`src/rtl/pll_clken_gen_if.sv`:
```
// rtl/pll_clken_gen_if.sv - DRP register access bundle for pll_clken_gen
interface pll_clken_gen_if;
    logic        den;
    logic        dwe;
    logic [6:0]  daddr;
    logic [15:0] di;
    logic [15:0] dout;
    logic        drdy;

    modport master (output den, dwe, daddr, di, input dout, drdy);
    modport slave  (input den, dwe, daddr, di, output dout, drdy);
endinterface

```
`src/rtl/pll_clken_gen.sv`:
```
// rtl/pll_clken_gen.sv - programmable clock/clock-enable generator replacing a PLL model
module pll_clken_gen #(
    parameter int NUM_OUT        = 6,
    parameter int DIV_W          = 8,
    parameter int LOCK_CYCLES    = 50,
    parameter int DEFAULT_DIVIDE = 2,
    parameter int DEFAULT_HIGH   = 1,
    parameter int DEFAULT_PHASE  = 0
) (
    input  logic                clkin_int,
    input  logic                reset_active,
    input  logic                pwrdwn,
    pll_clken_gen_if.slave      drp,
    output logic                locked,
    output logic [NUM_OUT-1:0]  clkout,
    output logic [NUM_OUT-1:0]  ce
);
    localparam int LC_W = (LOCK_CYCLES > 1) ? $clog2(LOCK_CYCLES) : 1;
    localparam logic [LC_W-1:0] LOCK_LAST = LC_W'(LOCK_CYCLES - 1);

    typedef enum logic [1:0] {
        ST_LOCKING = 2'd0,
        ST_LOCKED  = 2'd1,
        ST_PWRDN   = 2'd2
    } state_t;

    state_t            state;
    logic [LC_W-1:0]   lock_cnt;

    logic [DIV_W-1:0]  div_q   [NUM_OUT];
    logic [DIV_W-1:0]  high_q  [NUM_OUT];
    logic [DIV_W-1:0]  phase_q [NUM_OUT];

    logic [4:0]        acc_ch;
    logic [1:0]        acc_fld;
    logic              ch_valid;
    logic              wr_relock;
    logic              run_next;
    logic [15:0]       rd_data;
    logic              unused_di;

    assign acc_ch   = drp.daddr[6:2];
    assign acc_fld  = drp.daddr[1:0];
    assign ch_valid = ({1'b0, acc_ch} < 6'(NUM_OUT));
    // Only a write that lands in a real channel's DIVIDE/HIGH/PHASE restarts the lock sequence.
    assign wr_relock = drp.den && drp.dwe && ch_valid && (acc_fld != 2'd3);
    // Channels keep running only if the FSM stays LOCKED across this edge.
    assign run_next  = (state == ST_LOCKED) && !pwrdwn && !wr_relock;
    // Upper DI bits are beyond the register width and are deliberately dropped.
    assign unused_di = &{1'b0, drp.di};

    // Read mux: unmatched (out-of-range) channels fall through to zero.
    always_comb begin
        rd_data = '0;
        for (int i = 0; i < NUM_OUT; i++) begin
            if (acc_ch == 5'(i)) begin
                case (acc_fld)
                    2'd0:    rd_data = 16'(div_q[i]);
                    2'd1:    rd_data = 16'(high_q[i]);
                    2'd2:    rd_data = 16'(phase_q[i]);
                    default: rd_data = {15'd0, locked};
                endcase
            end
        end
    end

    // DRP register file and single-cycle acknowledge; reset drops any access in flight.
    always_ff @(posedge clkin_int) begin
        if (reset_active) begin
            for (int i = 0; i < NUM_OUT; i++) begin
                div_q[i]   <= DIV_W'(DEFAULT_DIVIDE);
                high_q[i]  <= DIV_W'(DEFAULT_HIGH);
                phase_q[i] <= DIV_W'(DEFAULT_PHASE);
            end
            drp.drdy <= 1'b0;
            drp.dout <= '0;
        end else begin
            drp.drdy <= drp.den;
            drp.dout <= (drp.den && !drp.dwe) ? rd_data : '0;
            if (wr_relock) begin
                for (int i = 0; i < NUM_OUT; i++) begin
                    if (acc_ch == 5'(i)) begin
                        case (acc_fld)
                            2'd0:    div_q[i]   <= drp.di[DIV_W-1:0];
                            2'd1:    high_q[i]  <= drp.di[DIV_W-1:0];
                            default: phase_q[i] <= drp.di[DIV_W-1:0];
                        endcase
                    end
                end
            end
        end
    end

    // Lock FSM: power-down dominates, reprogramming restarts the lock count.
    always_ff @(posedge clkin_int) begin
        if (reset_active) begin
            state    <= ST_LOCKING;
            lock_cnt <= '0;
            locked   <= 1'b0;
        end else if (pwrdwn) begin
            state    <= ST_PWRDN;
            lock_cnt <= '0;
            locked   <= 1'b0;
        end else begin
            case (state)
                ST_LOCKING: begin
                    if (wr_relock) begin
                        lock_cnt <= '0;
                    end else if (lock_cnt == LOCK_LAST) begin
                        state    <= ST_LOCKED;
                        locked   <= 1'b1;
                        lock_cnt <= '0;
                    end else begin
                        lock_cnt <= lock_cnt + 1'b1;
                    end
                end
                ST_LOCKED: begin
                    if (wr_relock) begin
                        state    <= ST_LOCKING;
                        locked   <= 1'b0;
                        lock_cnt <= '0;
                    end
                end
                default: begin
                    state    <= ST_LOCKING;
                    lock_cnt <= '0;
                    locked   <= 1'b0;
                end
            endcase
        end
    end

    for (genvar g = 0; g < NUM_OUT; g++) begin : g_ch
        logic [DIV_W-1:0] ph_cnt;
        logic [DIV_W-1:0] pos;
        logic             running;
        logic             clk_q;
        logic             ce_q;
        logic [DIV_W:0]   period;
        logic [DIV_W:0]   pos_inc;

        // A DIVIDE of zero behaves as divide-by-one.
        assign period  = (div_q[g] == '0) ? (DIV_W+1)'(1) : {1'b0, div_q[g]};
        assign pos_inc = {1'b0, pos} + 1'b1;
        assign clkout[g] = clk_q;
        assign ce[g]     = ce_q;

        // Wait out the phase offset, then emit the waveform decoded from a wrapping period counter.
        always_ff @(posedge clkin_int) begin
            if (reset_active || !run_next) begin
                ph_cnt  <= '0;
                pos     <= '0;
                running <= 1'b0;
                clk_q   <= 1'b0;
                ce_q    <= 1'b0;
            end else if (!running && (ph_cnt != phase_q[g])) begin
                ph_cnt  <= ph_cnt + 1'b1;
                clk_q   <= 1'b0;
                ce_q    <= 1'b0;
            end else begin
                running <= 1'b1;
                ce_q    <= (pos == '0);
                clk_q   <= (pos < high_q[g]);
                pos     <= (pos_inc >= period) ? '0 : pos_inc[DIV_W-1:0];
            end
        end
    end
endmodule
```
`src/flat_wrapper.sv`:
```
// flat-port wrapper written by rule: the top's interface ports become plain ports
module pll_clken_gen_flat 
#(
    parameter int NUM_OUT        = 6,
    parameter int DIV_W          = 8,
    parameter int LOCK_CYCLES    = 50,
    parameter int DEFAULT_DIVIDE = 2,
    parameter int DEFAULT_HIGH   = 1,
    parameter int DEFAULT_PHASE  = 0
)
  (clkin_int, reset_active, pwrdwn, locked, clkout, ce, drp_den, drp_dwe, drp_daddr, drp_di, drp_dout, drp_drdy);
  pll_clken_gen_if drp_i ();
  input  logic clkin_int;
  input  logic reset_active;
  input  logic pwrdwn;
  output logic locked;
  output logic [NUM_OUT-1:0] clkout;
  output logic [NUM_OUT-1:0] ce;
  input wire logic [$bits(drp_i.den)-1:0] drp_den;
  input wire logic [$bits(drp_i.dwe)-1:0] drp_dwe;
  input wire logic [$bits(drp_i.daddr)-1:0] drp_daddr;
  input wire logic [$bits(drp_i.di)-1:0] drp_di;
  output wire logic [$bits(drp_i.dout)-1:0] drp_dout;
  output wire logic [$bits(drp_i.drdy)-1:0] drp_drdy;
  assign drp_i.den = drp_den;
  assign drp_i.dwe = drp_dwe;
  assign drp_i.daddr = drp_daddr;
  assign drp_i.di = drp_di;
  assign drp_dout = drp_i.dout;
  assign drp_drdy = drp_i.drdy;
  pll_clken_gen #(.NUM_OUT(NUM_OUT), .DIV_W(DIV_W), .LOCK_CYCLES(LOCK_CYCLES), .DEFAULT_DIVIDE(DEFAULT_DIVIDE), .DEFAULT_HIGH(DEFAULT_HIGH), .DEFAULT_PHASE(DEFAULT_PHASE)) u_core (.clkin_int(clkin_int), .reset_active(reset_active), .pwrdwn(pwrdwn), .drp(drp_i), .locked(locked), .clkout(clkout), .ce(ce));
endmodule
```
`config.mk`:
```
export PLATFORM = sky130hd
export DESIGN_NAME = pll_clken_gen_flat
export DESIGN_NICKNAME = d
export VERILOG_FILES = /design/src/rtl/pll_clken_gen_if.sv /design/src/rtl/pll_clken_gen.sv /design/src/flat_wrapper.sv
export SDC_FILE = /design/constraint.sdc
export NUM_CORES = 1
export LEC_CHECK = 0
export ABC_CLOCK_PERIOD_IN_PS = 5690
export CELL_PAD_IN_SITES_DETAIL_PLACEMENT = 1
export CELL_PAD_IN_SITES_GLOBAL_PLACEMENT = 1
export CORE_MARGIN = 5
export CORE_UTILIZATION = 45
export CTS_BUF_LIST = sky130_fd_sc_hd__clkbuf_2
export CTS_CLUSTER_DIAMETER = 50
export CTS_CLUSTER_SIZE = 10
export DETAILED_ROUTE_END_ITERATION = 8
export GPL_TIMING_DRIVEN = 0
export PLACE_DENSITY_LB_ADDON = 0.1
export SETUP_SLACK_MARGIN = 0.5
export SLEW_MARGIN = 20
export SYNTH_ARGS = -nofsm -noshare
export SYNTH_HDL_FRONTEND = slang
export SYNTH_SLANG_ARGS = --single-unit
```
`constraint.sdc`:
```
create_clock -name clkin_int -period 5.69 [get_ports clkin_int]
set_input_delay 0.8535 -clock clkin_int [delete_from_list [all_inputs] [get_ports clkin_int]]
set_output_delay 0.8535 -clock clkin_int [all_outputs]
set_load 0.01 [all_outputs]
```
# == Yosys cells after proc, flatten, opt, wreduce, memory -nomap -nowiden ==
# Memories as Yosys holds them, arrays and structs flattened.
# Cells that the tools add are included.
# word_totals
register_bits,140
ram_bits,144
out_inout_bits,30
elab_cells,287
memories,3
# memory_table
name,words,word_bits,read_ports,rd_clocked_by_memory_dff,wr,line_no,source
u_core.div_q,6,8,6,0,6,pll_clken_gen.sv:30,logic [DIV_W-1:0] div_q [NUM_OUT];
u_core.high_q,6,8,6,0,6,pll_clken_gen.sv:31,logic [DIV_W-1:0] high_q [NUM_OUT];
u_core.phase_q,6,8,6,0,6,pll_clken_gen.sv:32,logic [DIV_W-1:0] phase_q [NUM_OUT];
# op_classes
n_addsub,13
magnitude_cmp,13
n_eq_ne,22
n_mux,132
bitwise,19
reduce_logical,49
# op_table
operator,n
two-way mux 8 bit,31
one-hot mux 8 bit (3 select lines),6
logical NOT 8 bit,12
two-way mux 1 bit,80
two-way mux 16 bit,5
adder 8 x 1 -> 9 bit (second input constant),6
greater-or-equal comparator 9 bit,6
adder 8 x 1 -> 8 bit (second input constant),6
< comparator 8 bit,6
!= test 8 bit,6
two-way mux 6 bit,3
OR 1 bit,18
OR reduction 2 bit,9
logical AND 1 bit,12
one-hot mux 6 bit (2 select lines),1
== test 5 x 2 -> 1 bit (second input constant),2
== test 5 x 3 -> 1 bit (second input constant),2
logical NOT 1 bit,10
two-way mux 2 bit,4
adder 6 x 1 -> 6 bit (second input constant),1
== test 6 bit (second input constant),1
!= test 3 x 2 -> 1 bit (second input constant),2
AND reduction 3 bit,2
== test 5 x 1 -> 1 bit (second input constant),1
12 further kinds,16

# == Longest topological paths before layout ==
# Gate-level depths: netlist of the first run.
# depth
depth_word,8
mapped_depth,12
depth_no_buf,12

# == Worst setup path after synthesis of the first run ==
# Ideal clock, no wire load.
# synth_path
kind,register to register
start,reg u_core.g_ch[5].pos[0]
end,reg u_core.g_ch[5].pos[3]
setup_time_ns,0.074
arrival_ns,2.799
required_time_ns,5.616
setup_slack_ns,2.817
stages_incl_launch_ff,13
n_path_buf,1
cell_sequence,dfxtp_1 > ha_1 > nand3_1 > nor2_1 > xor2_1 > ha_1 > a21oi_1 > o32ai_1 > a2111o_1 > or3_1 > clkbuf_1 > or3_1 > o21ai_0
# synth_via
elab_chain_len,3
# synth_rtl
element,line_no,source
from (decl),pll_clken_gen.sv:135,logic [DIV_W-1:0] pos;
from (signal assigned),pll_clken_gen.sv:164,pos <= (pos_inc >= period) ? '0 : pos_inc[DIV_W-1:0];
adder 8 x 1 -> 9 bit (*),pll_clken_gen.sv:144,"assign pos_inc = {1'b0, pos} + 1'b1;"
greater-or-equal comparator 9 bit,pll_clken_gen.sv:164,
two-way mux 8 bit (*),pll_clken_gen.sv:164,
# Mark *: on every way between the ends. The rest lies on a longest branch, timed or not.
# A chain may end at the register's enable or synchronous reset.

# == Worst setup path after layout of the first run ==
# layout_path
start,in drp_daddr[6]
end,reg u_core.g_ch[3].ph_cnt[4]
# layout_via
elab_chain_len,7
# layout_rtl
element,line_no,source
from (decl),flat_wrapper.sv:21,input wire logic [$bits(drp_i.daddr)-1:0] drp_daddr;
< comparator 5 x 3 -> 1 bit,pll_clken_gen.sv:44,"assign ch_valid = ({1'b0, acc_ch} < 6'(NUM_OUT));"
logical AND 1 bit (2 in a row),pll_clken_gen.sv:46,assign wr_relock = drp.den && drp.dwe && ch_valid && (acc_fld != 2'd3);
logical NOT 1 bit,pll_clken_gen.sv:48,assign run_next = (state == ST_LOCKED) && !pwrdwn && !wr_relock;
logical AND 1 bit,pll_clken_gen.sv:48,
logical NOT 1 bit,pll_clken_gen.sv:150,if (reset_active || !run_next) begin
logical OR 1 bit,pll_clken_gen.sv:150,
to (signal assigned),pll_clken_gen.sv:157,ph_cnt <= ph_cnt + 1'b1;
to (decl),pll_clken_gen.sv:134,logic [DIV_W-1:0] ph_cnt;
# No other way between the ends.

==> metrics, run 1 <==
Worst setup EP type=register; EDFF count, synth=144; setup TNS=0 ns; ys flop type=edfxtp_1; CTS tree=built; Initial Util=0.4575; critical path type=in -> reg; Clock Skew=0.05252 ns; Chip Width=197.6 um; Multi-input gate area=8073 um2; Synth cell types=70; RSZ-0062 raised after global routing=no; fmax=270.2 MHz; Clock transition at path regs=0.16 ns; Routed WL=50.88 mm; worst vdd ir=190.0 uV; max cap viols=0; Slew HR=0.2941; Via-to-Cell Ratio=5.759; Root Driver=clkbuf_2; sequential fraction of the synthesis area=0.4384; Post-Syn Instances=1637; clock latency on the worst-skew pair=0.98 ns; gr ovfl total=0; row cnt=68; hold_buf cts=0; post-CTS sizing=0; FF+latch area=6947 um2; synthesized area=15840 um2; core area=34630 um2; final hold violation count=0; syn_area_per_cell=9.679 um2; Critical Path Start Type=input port; vias in the first global route=12.98k; final net count=1865; largest cells by area after synthesis=edfxtp_1 (27%), dfxtp_1 (17%), ha_1 (8.7%); Post-CTS Setup Inserts=0; most frequent cell after synthesis=and2_1; hpwl dp=37.66 mm; first-pass GRT wire length=76.65 mm; worst path arrival time=4.50 ns; crit path launch=drp_daddr[6]; WL/cell=22.99 um; drt first pass iters=5; layout cells sized above 1=0.07123; R2R setup slack=2.00 ns; CP required=6.49 ns; FILL cells=4010; fin util=0.5010; post-route insts no fill=2213; Layout area overhead=9.492%; Port Buffers=40; Hold Path Class=in -> reg; CTS Buffer Depth=3; Final setup viols=0; # IOs=58; cell taking the most area after synthesis=edfxtp_1; die area=39060 um2; Worst R2R End=u_core.g_ch[0].pos[3]; Setup crit end=u_core.g_ch[3].ph_cnt[4]; final worst path period need=3.700 ns; dpl cells=2139; Syn. warnings=0; reg2reg path depth=10; worst reg2reg path startpoint=u_core.g_ch[0].pos[2]; Power Density=217.3 nW/um2; async set-reset flop share out of synthesis=0; TritonCTS buffer count=41; Static Leak=7.278 nW; Die Y=197.6 um; # DRC=0; Tightest Pin Transition=1.059 ns; Crit Path Max Fanout=10; pins over their slew limit=0; Commonest cells post-synth=and2_1 (145), edfxtp_1 (144), dfxtp_1 (131); status=finished clean; Final Cycle Share=0.6503; largest net degree at the start of global routing=12; antenna violations before repair=6; Placer Congestion=0.9710; # clock sinks=275; CTS H-tree lvls=2; hold slack=0.4264 ns; gr usage total=0.2579; Yosys top cell area share=0.2729; flops & latches, synth=275; initial drt markers=820; post-route ant nets=0; total number of vias=12.75k
[stage by stage]
step	power, W	worst slack (ns)	instance area [um2]
finish	0.003769	1.990	17350
global route	0.003924	1.724	17350
floorplan	0.002377	2.817	15870
detailed placement	0.002524	1.092	16840
global placement	0.002514	1.003	16840
CTS	0.003807	2.017	17330
[cells by family after synthesis]
group,count (synthesis),share of synthesized area
other,1,0.0002367
muxes,49,0.03143
and+or+nand+nor,591,0.2022
adders and majority gates,110,0.08687
buffers and inverters,201,0.05409
DFF,275,0.4384
AOI/OAI and AO/OA,290,0.1204
xor gates and xnor gates,120,0.06633
[sequential cells by signal, summed over array words and instances, names as in the netlist, 2 cells and up]
register             flops
u_core.div_q            48
u_core.g_ch.ph_cnt      48
u_core.g_ch.pos         48
u_core.high_q           48
u_core.phase_q          48
u_core.drp.dout          8
u_core.g_ch.ce_q         6
u_core.g_ch.clk_q        6
u_core.g_ch.running      6
u_core.lock_cnt          6
u_core.state             2
[critical path, stage by stage]
cell and delay, ns:
clkdlybuf4s50_1 0.59, a211oi_1 0.64, a41oi_2 0.29, nand3_2 0.45
clkbuf_1 0.82, clkbuf_1 0.71, nor2_1 0.12
[metal layers]
metal  global-route usage  routed length [um]
met1               0.3433               22450
met2               0.4274               23680
met3              0.04929                3097
met4              0.07983                1641
met5                    0                  13
[cells in the final DEF (no fill, tap or decap), types with 35 or more instances in the layout]
master,instances
xor2_1,97
clkdlybuf4s50_1,40
and3_1,35
a21oi_1,73
nand2_1,76
o21ai_0,61
inv_1,112
edfxtp_1,144
nand3_1,49
ha_1,110
clkbuf_1,46
nor2_1,124
clkbuf_2,50
and2_1,145
dfxtp_1,131
mux2i_1,43
[report_power, final]
| group | internal [W] | switching [W] | total, W | leakage [nW] |
|---|---|---|---|---|
| clock network | 0.000484 | 0.000796 | 0.00128 | 0.317 |
| logic | 0.0000972 | 0.000203 | 0.000301 | 4.53 |
| registers | 0.00214 | 0.0000491 | 0.00219 | 2.43 |
[worst min-delay path by stage]
stage	from	end	slack [ns]	cells past startpoint
final	drp_daddr[3]	u_core.drp.dout[0]	0.43	3
after global routing	drp_daddr[3]	u_core.drp.dout[0]	0.30	3
after CTS	drp_daddr[3]	u_core.drp.dout[0]	0.29	3
after detailed placement	u_core.lock_cnt[5]	u_core.lock_cnt[5]	0.47	1
after global placement	u_core.lock_cnt[5]	u_core.lock_cnt[5]	0.45	1
after floorplan	u_core.lock_cnt[5]	u_core.lock_cnt[5]	0.43	1
[area by class of cell]
class / instances / share of cell area
clock buffers: 50 / 0.01442
clock inverters: 21 / 0.01399
repair buffers: 40 / 0.02308
inverters: 112 / 0.02423
well taps: 455 / 0.03282
flip-flops and latches: 275 / 0.4004
diodes: 3 / 0.0004327
multi-input cells: 1168 / 0.4653
plain buffers: 89 / 0.02524
Note: power is estimated with default switching activity, not from simulation.
==> run 2: changes to the inputs <==
--- a/config.mk
+++ b/config.mk
@@ -5,7 +5,7 @@
 export SDC_FILE = /design/constraint.sdc
 export NUM_CORES = 1
 export LEC_CHECK = 0
-export ABC_CLOCK_PERIOD_IN_PS = 5690
+export ABC_CLOCK_PERIOD_IN_PS = 3060
 export CELL_PAD_IN_SITES_DETAIL_PLACEMENT = 1
 export CELL_PAD_IN_SITES_GLOBAL_PLACEMENT = 1
 export CORE_MARGIN = 5
==> constraint.sdc (replaced) <==
create_clock -name clkin_int -period 3.06 [get_ports clkin_int]
set_input_delay 0.459 -clock clkin_int [delete_from_list [all_inputs] [get_ports clkin_int]]
set_output_delay 0.459 -clock clkin_int [all_outputs]
set_load 0.01 [all_outputs]
==> run 2 against run 1 <==
Non-clock buffer count up 72; clock skew grew 0.039 ns; utilization is 4.4 points higher; sequential cell count stayed put; largest cell class unchanged; first-iteration DRC count shrank 4.4%; wire length up 7.3%; power increased by 86%; design area up 8.8%.
==> metrics, run 2 (synthesis results as in run 1) <==
clock latency on the worst-skew pair=1.00 ns (+0.02 ns); Root Driver=clkbuf_2; Placer Congestion=0.9703 (about the same); Crit Path Max Fanout=7 (-3); Final Cycle Share=0.9446; Multi-input gate area=8856 um2 (+9.7%); first-pass GRT wire length=80.01 mm (+4.4%); final hold violation count=0 (unchanged); die area=39060 um2 (unchanged); commonest non-fill, non-tap cell in the layout=and2_1; Clock transition at path regs=0.17 ns (about the same); final worst path period need=2.891 ns; worst path arrival time=3.76 ns (-0.74 ns); Critical Path Start Type=register; gr ovfl total=0 (unchanged); row cnt=68 (unchanged); worst reg2reg path startpoint=u_core.g_ch[4].pos[0]; CP required=3.93 ns (-2.56 ns); largest net degree at the start of global routing=12 (unchanged); fin util=0.5448 (+0.04386); Initial Util=0.4575 (unchanged); Power Density=370.7 nW/um2 (+71%); Finished Cell Area=18870 um2 (+8.8%); Chip Width=197.6 um (unchanged); max cap viols=0 (unchanged); CTS Buffer Depth=3 (unchanged); Clock Skew=0.09193 ns (+0.03941 ns); crit path launch=u_core.g_ch[4].pos[0]; initial drt markers=784 (-4.4%); drt first pass iters=5 (unchanged); status=finished clean; Slew HR=0.3175 (+0.02340); Hold Path Class=in -> reg; Via-to-Cell Ratio=5.778 (+0.33%); setup TNS=0 ns (unchanged); Worst setup EP type=register; Port Buffers=40 (unchanged); slowest stage delay, CP=0.41 ns (-0.41 ns); CTS tree=built; fmax=345.9 MHz; final net count=1937 (+3.9%); post-route ant nets=0 (unchanged); CTS H-tree lvls=2 (unchanged); FILL cells=3882 (-3.2%); hold depth=4 (+1); TritonCTS buffer count=41 (unchanged); hpwl dp=38.19 mm (+1.4%); Crit-path slowest cell=dfxtp_4; vias in the first global route=13.58k (+4.6%); FF+latch area=7027 um2 (+1.2%); core area=34630 um2 (unchanged); Hold Path Sink=u_core.drp.dout[6]; gr usage total=0.2682 (+0.01030); total number of vias=13.22k (+3.7%); hold_sp=drp_daddr[3]; RSZ-0062 raised after global routing=yes; R2R setup slack=0.17 ns (-1.83 ns); Worst R2R End=u_core.g_ch[4].pos[5]; worst-path cell chain=ha_4 > and3_4 > buf_8 > and3_4 > xor2_1 > ha_1 > a21o_1 > a221oi_2 > o211ai_1 > buf_4 > buf_4 > nor2_2 > o21ai_1 > a21oi_2; antenna violations before repair=4 (-2); Layout area overhead=19.08%; critical path type=reg -> reg; # IOs=58 (unchanged); worst vdd ir=374.4 uV (+97%); pins over their slew limit=0 (unchanged); Die Y=197.6 um (unchanged); commonest cells after routing, fill and taps aside=and2_1 (145), edfxtp_1 (144), nor2_1 (113); Tightest Pin Transition=1.024 ns (-0.03510 ns); # DRC=0 (unchanged); Static Leak=7.850 nW (+7.9%); WL/cell=23.85 um (+3.7%); reg2reg path depth=14 (+4); layout cells sized above 1=0.1929 (+0.1217); post-place instance area=16960 um2 (+0.68%); # clock sinks=275 (unchanged); Routed WL=54.58 mm (+7.3%); Final setup viols=0 (unchanged)
## run 2: cell count changes in the layout (fill, tap and decap cells not counted), sizes merged
cell / delta
clkdlybuf4s15: +1
bufinv: -1
inv: +6
buf: +73
clkinv: -1
clkbuf: -1
clkinvlp: -3
dlygate4sd3: +1
## run 2: worst max-delay path, delay by kind of cell, from the launching register on
family | cells | cell delay (ns)
AND/OR/NAND/NOR | 3 | 0.50
XOR/XNOR | 1 | 0.23
AO/OA/AOI/OAI | 5 | 0.84
adder cells (fa/ha/maj) | 2 | 0.46
flip-flops | 1 | 0.41
buffers and inverters | 3 | 0.41
## run 2: how the worst max path moves through the flow
stage / cells after the start / slack, ns / end
floorplan: 12 / 0.42 / u_core.g_ch[5].pos[3]
detailed placement: 9 / -1.24 / u_core.g_ch[0].pos[2]
finish: 14 / 0.17 / u_core.g_ch[4].pos[5]
global placement: 9 / -1.14 / u_core.g_ch[0].pos[3]
CTS: 13 / 0.14 / u_core.g_ch[4].pos[2]
global route: 14 / 0.11 / u_core.g_ch[4].pos[6]
## run 2: timing repair
action	4_1_cts	5_1_grt
setup endpoints to repair	99	100
resized for setup	123	103
hold buffers	1	0
pin swaps	37	37
gates cloned	0	0
hold endpoints to repair	1	0
setup buffers	48	23
## run 2: through the flow
| step | worst slack [ns] | hold slack [ns] | cells | power [W] |
|---|---|---|---|---|
| floorplan | 0.4238 | 0.4328 | 1644 | 0.004418 |
| global placement | -1.137 | 0.4564 | 2139 | 0.004668 |
| detailed placement | -1.236 | 0.4657 | 2139 | 0.004691 |
| CTS | 0.1385 | 0.03515 | 2262 | 0.007021 |
| global route | 0.1134 | 0.06044 | 2286 | 0.007270 |
| finish | 0.1694 | 0.1295 | 2288 | 0.006993 |
## run 2: where the power goes
group	leakage (nW)	internal, W	switching [W]	total [W]
sequential	2.45	0.00396	0.0000928	0.00405
clock	0.334	0.000844	0.00151	0.00235
combinational	5.07	0.000198	0.000386	0.000584
total	7.85	0.00500	0.00199	0.00699
## run 2: final cells by class
| class | count | area share |
|---|---|---|
| Timing Repair Buffer | 112 | 0.05160 |
| Multi-Input combinational cell | 1168 | 0.4694 |
| Buffer | 89 | 0.02818 |
| Clock inverter | 22 | 0.01174 |
| Antenna cell | 3 | 0.0003979 |
| Sequential cell | 275 | 0.3724 |
| Tap cell | 455 | 0.03017 |
| Clock buffer | 52 | 0.01379 |
| Inverter | 112 | 0.02228 |
## run 2: layer usage
metal / share of wire / up-vias / GRT usage / wire (um)
met5: 0 / - / 0 / 0
met4: 0.024 / 0 / 0.07422 / 1336
met3: 0.064 / 77 / 0.04383 / 3503
met2: 0.47 / 404 / 0.4353 / 25760
met1: 0.44 / 6619 / 0.3732 / 23980
li1: - / 6121 / - / -
==> run 3: changes to the inputs <==
--- a/config.mk
+++ b/config.mk
@@ -6,6 +6,7 @@
 export NUM_CORES = 1
 export LEC_CHECK = 0
 export ABC_CLOCK_PERIOD_IN_PS = 3060
+export CAP_MARGIN = 20
 export CELL_PAD_IN_SITES_DETAIL_PLACEMENT = 1
 export CELL_PAD_IN_SITES_GLOBAL_PLACEMENT = 1
 export CORE_MARGIN = 5
@@ -14,7 +15,6 @@
 export CTS_CLUSTER_DIAMETER = 50
 export CTS_CLUSTER_SIZE = 10
 export DETAILED_ROUTE_END_ITERATION = 8
-export GPL_TIMING_DRIVEN = 0
 export PLACE_DENSITY_LB_ADDON = 0.1
 export SETUP_SLACK_MARGIN = 0.5
 export SLEW_MARGIN = 20
==> run 3 against run 2 <==
Sequential power is essentially flat; clock skew shrank 0.0042 ns; critical path depth shrank 3; sequential share of layout area is essentially flat; design area grew 0.13%; first-iteration DRC count shrank 6.4%; power grew 3.0%; register-to-register slack gained 0.08 ns; critical path type unchanged; count of clock-buffer cells in the layout shrank 2; largest cell class unchanged; combinational power shrank 5.0%; non-clock buffer count shrank 16; critical endpoint is now u_core.g_ch[5].pos[3]; sequential cell count is the same.
==> metrics, run 3 (synthesis results as in run 1) <==
status=finished clean; hpwl dp=33.00 mm (-14%); core area=34630 um2 (unchanged); RSZ-0062 raised after global routing=yes; Power Density=381.2 nW/um2 (+2.8%); WL/cell=20.77 um (-13%); clock latency on the worst-skew pair=1.01 ns (about the same); setup TNS=0 ns (unchanged); pins over their slew limit=0 (unchanged); max cap viols=0 (unchanged); combinational group share of total power=0.077 (-0.007); Via-to-Cell Ratio=5.618 (-2.8%); Routed WL=47.23 mm (-13%); fmax=356.0 MHz (+2.9%); # IOs=58 (unchanged); CTS tree=built; initial drt markers=734 (-6.4%); Worst setup EP type=register; Clock Power Share=0.362 (+0.025); Switching Share=0.2704 (-0.01408); Port Buffers=41 (+2.5%); Reg power frac=0.561 (-0.019); Critical Path Start Type=register; # DRC=0 (unchanged); drt first pass iters=5 (unchanged); gr ovfl total=0 (unchanged); Hold Path Class=in -> reg; fin util=0.5455 (+0.0006870); Static Leak=7.995 nW (+1.9%); final net count=1922 (-0.77%); GR Layer Usage met1=0.3085 (-0.06461); post-place instance area=17080 um2 (+0.76%); commonest cells after routing, fill and taps aside=and2_1 (145), edfxtp_1 (144), buf_4 (133); # clock sinks=275 (unchanged); Slew HR=0.3446 (+0.02704); CTS Buffer Depth=3 (unchanged); layout cells sized above 1=0.2043 (+0.01140); CTS H-tree lvls=2 (unchanged); Internal Power=0.005254 W (+5.0%); row cnt=68 (unchanged); commonest non-fill, non-tap cell in the layout=and2_1; worst path arrival time=3.74 ns (-0.02 ns); TritonCTS buffer count=42 (+2.4%); GRT met3 Usage=0.03804 (-0.005799); Chip Width=197.6 um (unchanged); die area=39060 um2 (unchanged); GRT busiest layer=met2; vias in the first global route=13.36k (-1.6%); Final setup viols=0 (unchanged); P_sw=0.001947 W (-2.1%); first-pass GRT wire length=72.92 mm (-8.9%); Clock Skew=0.08776 ns (-0.004174 ns); final hold violation count=0 (unchanged); GR Util met2=0.4020 (-0.03326); worst vdd ir=340.4 uV (-9.1%); CP required=3.99 ns (+0.06 ns); largest net degree at the start of global routing=38 (+26); Tightest Pin Transition=0.9801 ns (-0.04362 ns); total number of vias=12.78k (-3.4%); Final Cycle Share=0.9181 (-0.02655); Clock transition at path regs=0.17 ns (about the same); final worst path period need=2.809 ns (-0.08126 ns); Placer Congestion=0.9233 (-4.8%); Crit Path Max Fanout=4 (-3); Root Driver=clkbuf_2; Layout area overhead=19.23%; Initial Util=0.4575 (unchanged); critical path type=reg -> reg; Finished Cell Area=18890 um2 (+0.13%); Die Y=197.6 um (unchanged); Final Total Pwr=0.007201 W (+3.0%); antenna violations before repair=2 (-2); post-route ant nets=0 (unchanged); gr usage total=0.2349 (-0.03331)
## run 3: cell count changes in the layout (fill, tap and decap cells not counted), sizes merged
cell / change
clkdlybuf4s50: -1
clkinvlp: +1
clkbuf: -45
buf: +29
clkdlybuf4s15: -1
bufinv: +3
## run 3: per-layer routing
layer	routed length [um]	share of wire
met4	977	0.021
met2	23260	0.49
met3	2274	0.048
met1	20720	0.44
met5	0	0
## run 3: critical path, cell delays in order, from the launching register on
cell and delay, ns:
dfxtp_4 0.42, ha_4 0.16, nand3_4 0.12, nor2_4 0.15
xor2_1 0.17, ha_1 0.28, a21oi_2 0.17, o32ai_2 0.10
a2111o_1 0.40, or3_4 0.38, or3_1 0.33, o21ai_1 0.08
## run 3: final timing paths
check,cells past startpoint,slack (ns),to,start
setup / recovery,11,0.25,u_core.g_ch[5].pos[3],u_core.g_ch[5].pos[0]
hold / removal,2,0.20,u_core.drp.drdy,reset_active
setup reg to reg,11,0.25,u_core.g_ch[5].pos[3],u_core.g_ch[5].pos[0]
hold reg to reg,2,0.50,u_core.g_ch[0].ph_cnt[7],u_core.g_ch[0].ph_cnt[7]
## run 3: what timing repair did
| item | 4_1_cts | 5_1_grt |
|---|---|---|
| hold buffers | 1 | 0 |
| pin swaps | 22 | 51 |
| buffers inserted | 31 | 39 |
| endpoints found under the setup margin | 46 | 48 |
| resized for setup | 71 | 103 |
| hold endpoints to repair | 1 | 0 |
## run 3: layout make-up
| class | instances | area [um2] |
|---|---|---|
| diodes | 3 | 7.507 |
| fillers | 3887 | 15740 |
| inverters | 112 | 420.4 |
| clock inverters | 26 | 321.6 |
| flip-flops and latches | 275 | 7032 |
| clock buffers | 50 | 250.2 |
| repair buffers | 185 | 1554 |
| multi-input cells | 1168 | 8736 |
| well taps | 455 | 569.3 |
## run 3: metrics by stage
stage	instances	hold WS, ns	setup WS (ns)
final	2274	0.2046	0.2506
after detailed placement	2124	0.4766	0.09226
after CTS	2232	0.04839	0.3265
after global routing	2273	0.1268	0.1238
after floorplan	1644	0.4328	0.4238
after global placement	2124	0.4568	0.1648
## run 3: power by group through the flow
stage | clock, W | sequential (W) | combinational [W]
after floorplan | 0 | 0.00410 | 0.000321
after global placement | 0 | 0.00413 | 0.000513
after detailed placement | 0 | 0.00414 | 0.000533
after CTS | 0.00271 | 0.00405 | 0.000541
after global routing | 0.00287 | 0.00405 | 0.000605
final | 0.00261 | 0.00404 | 0.000555
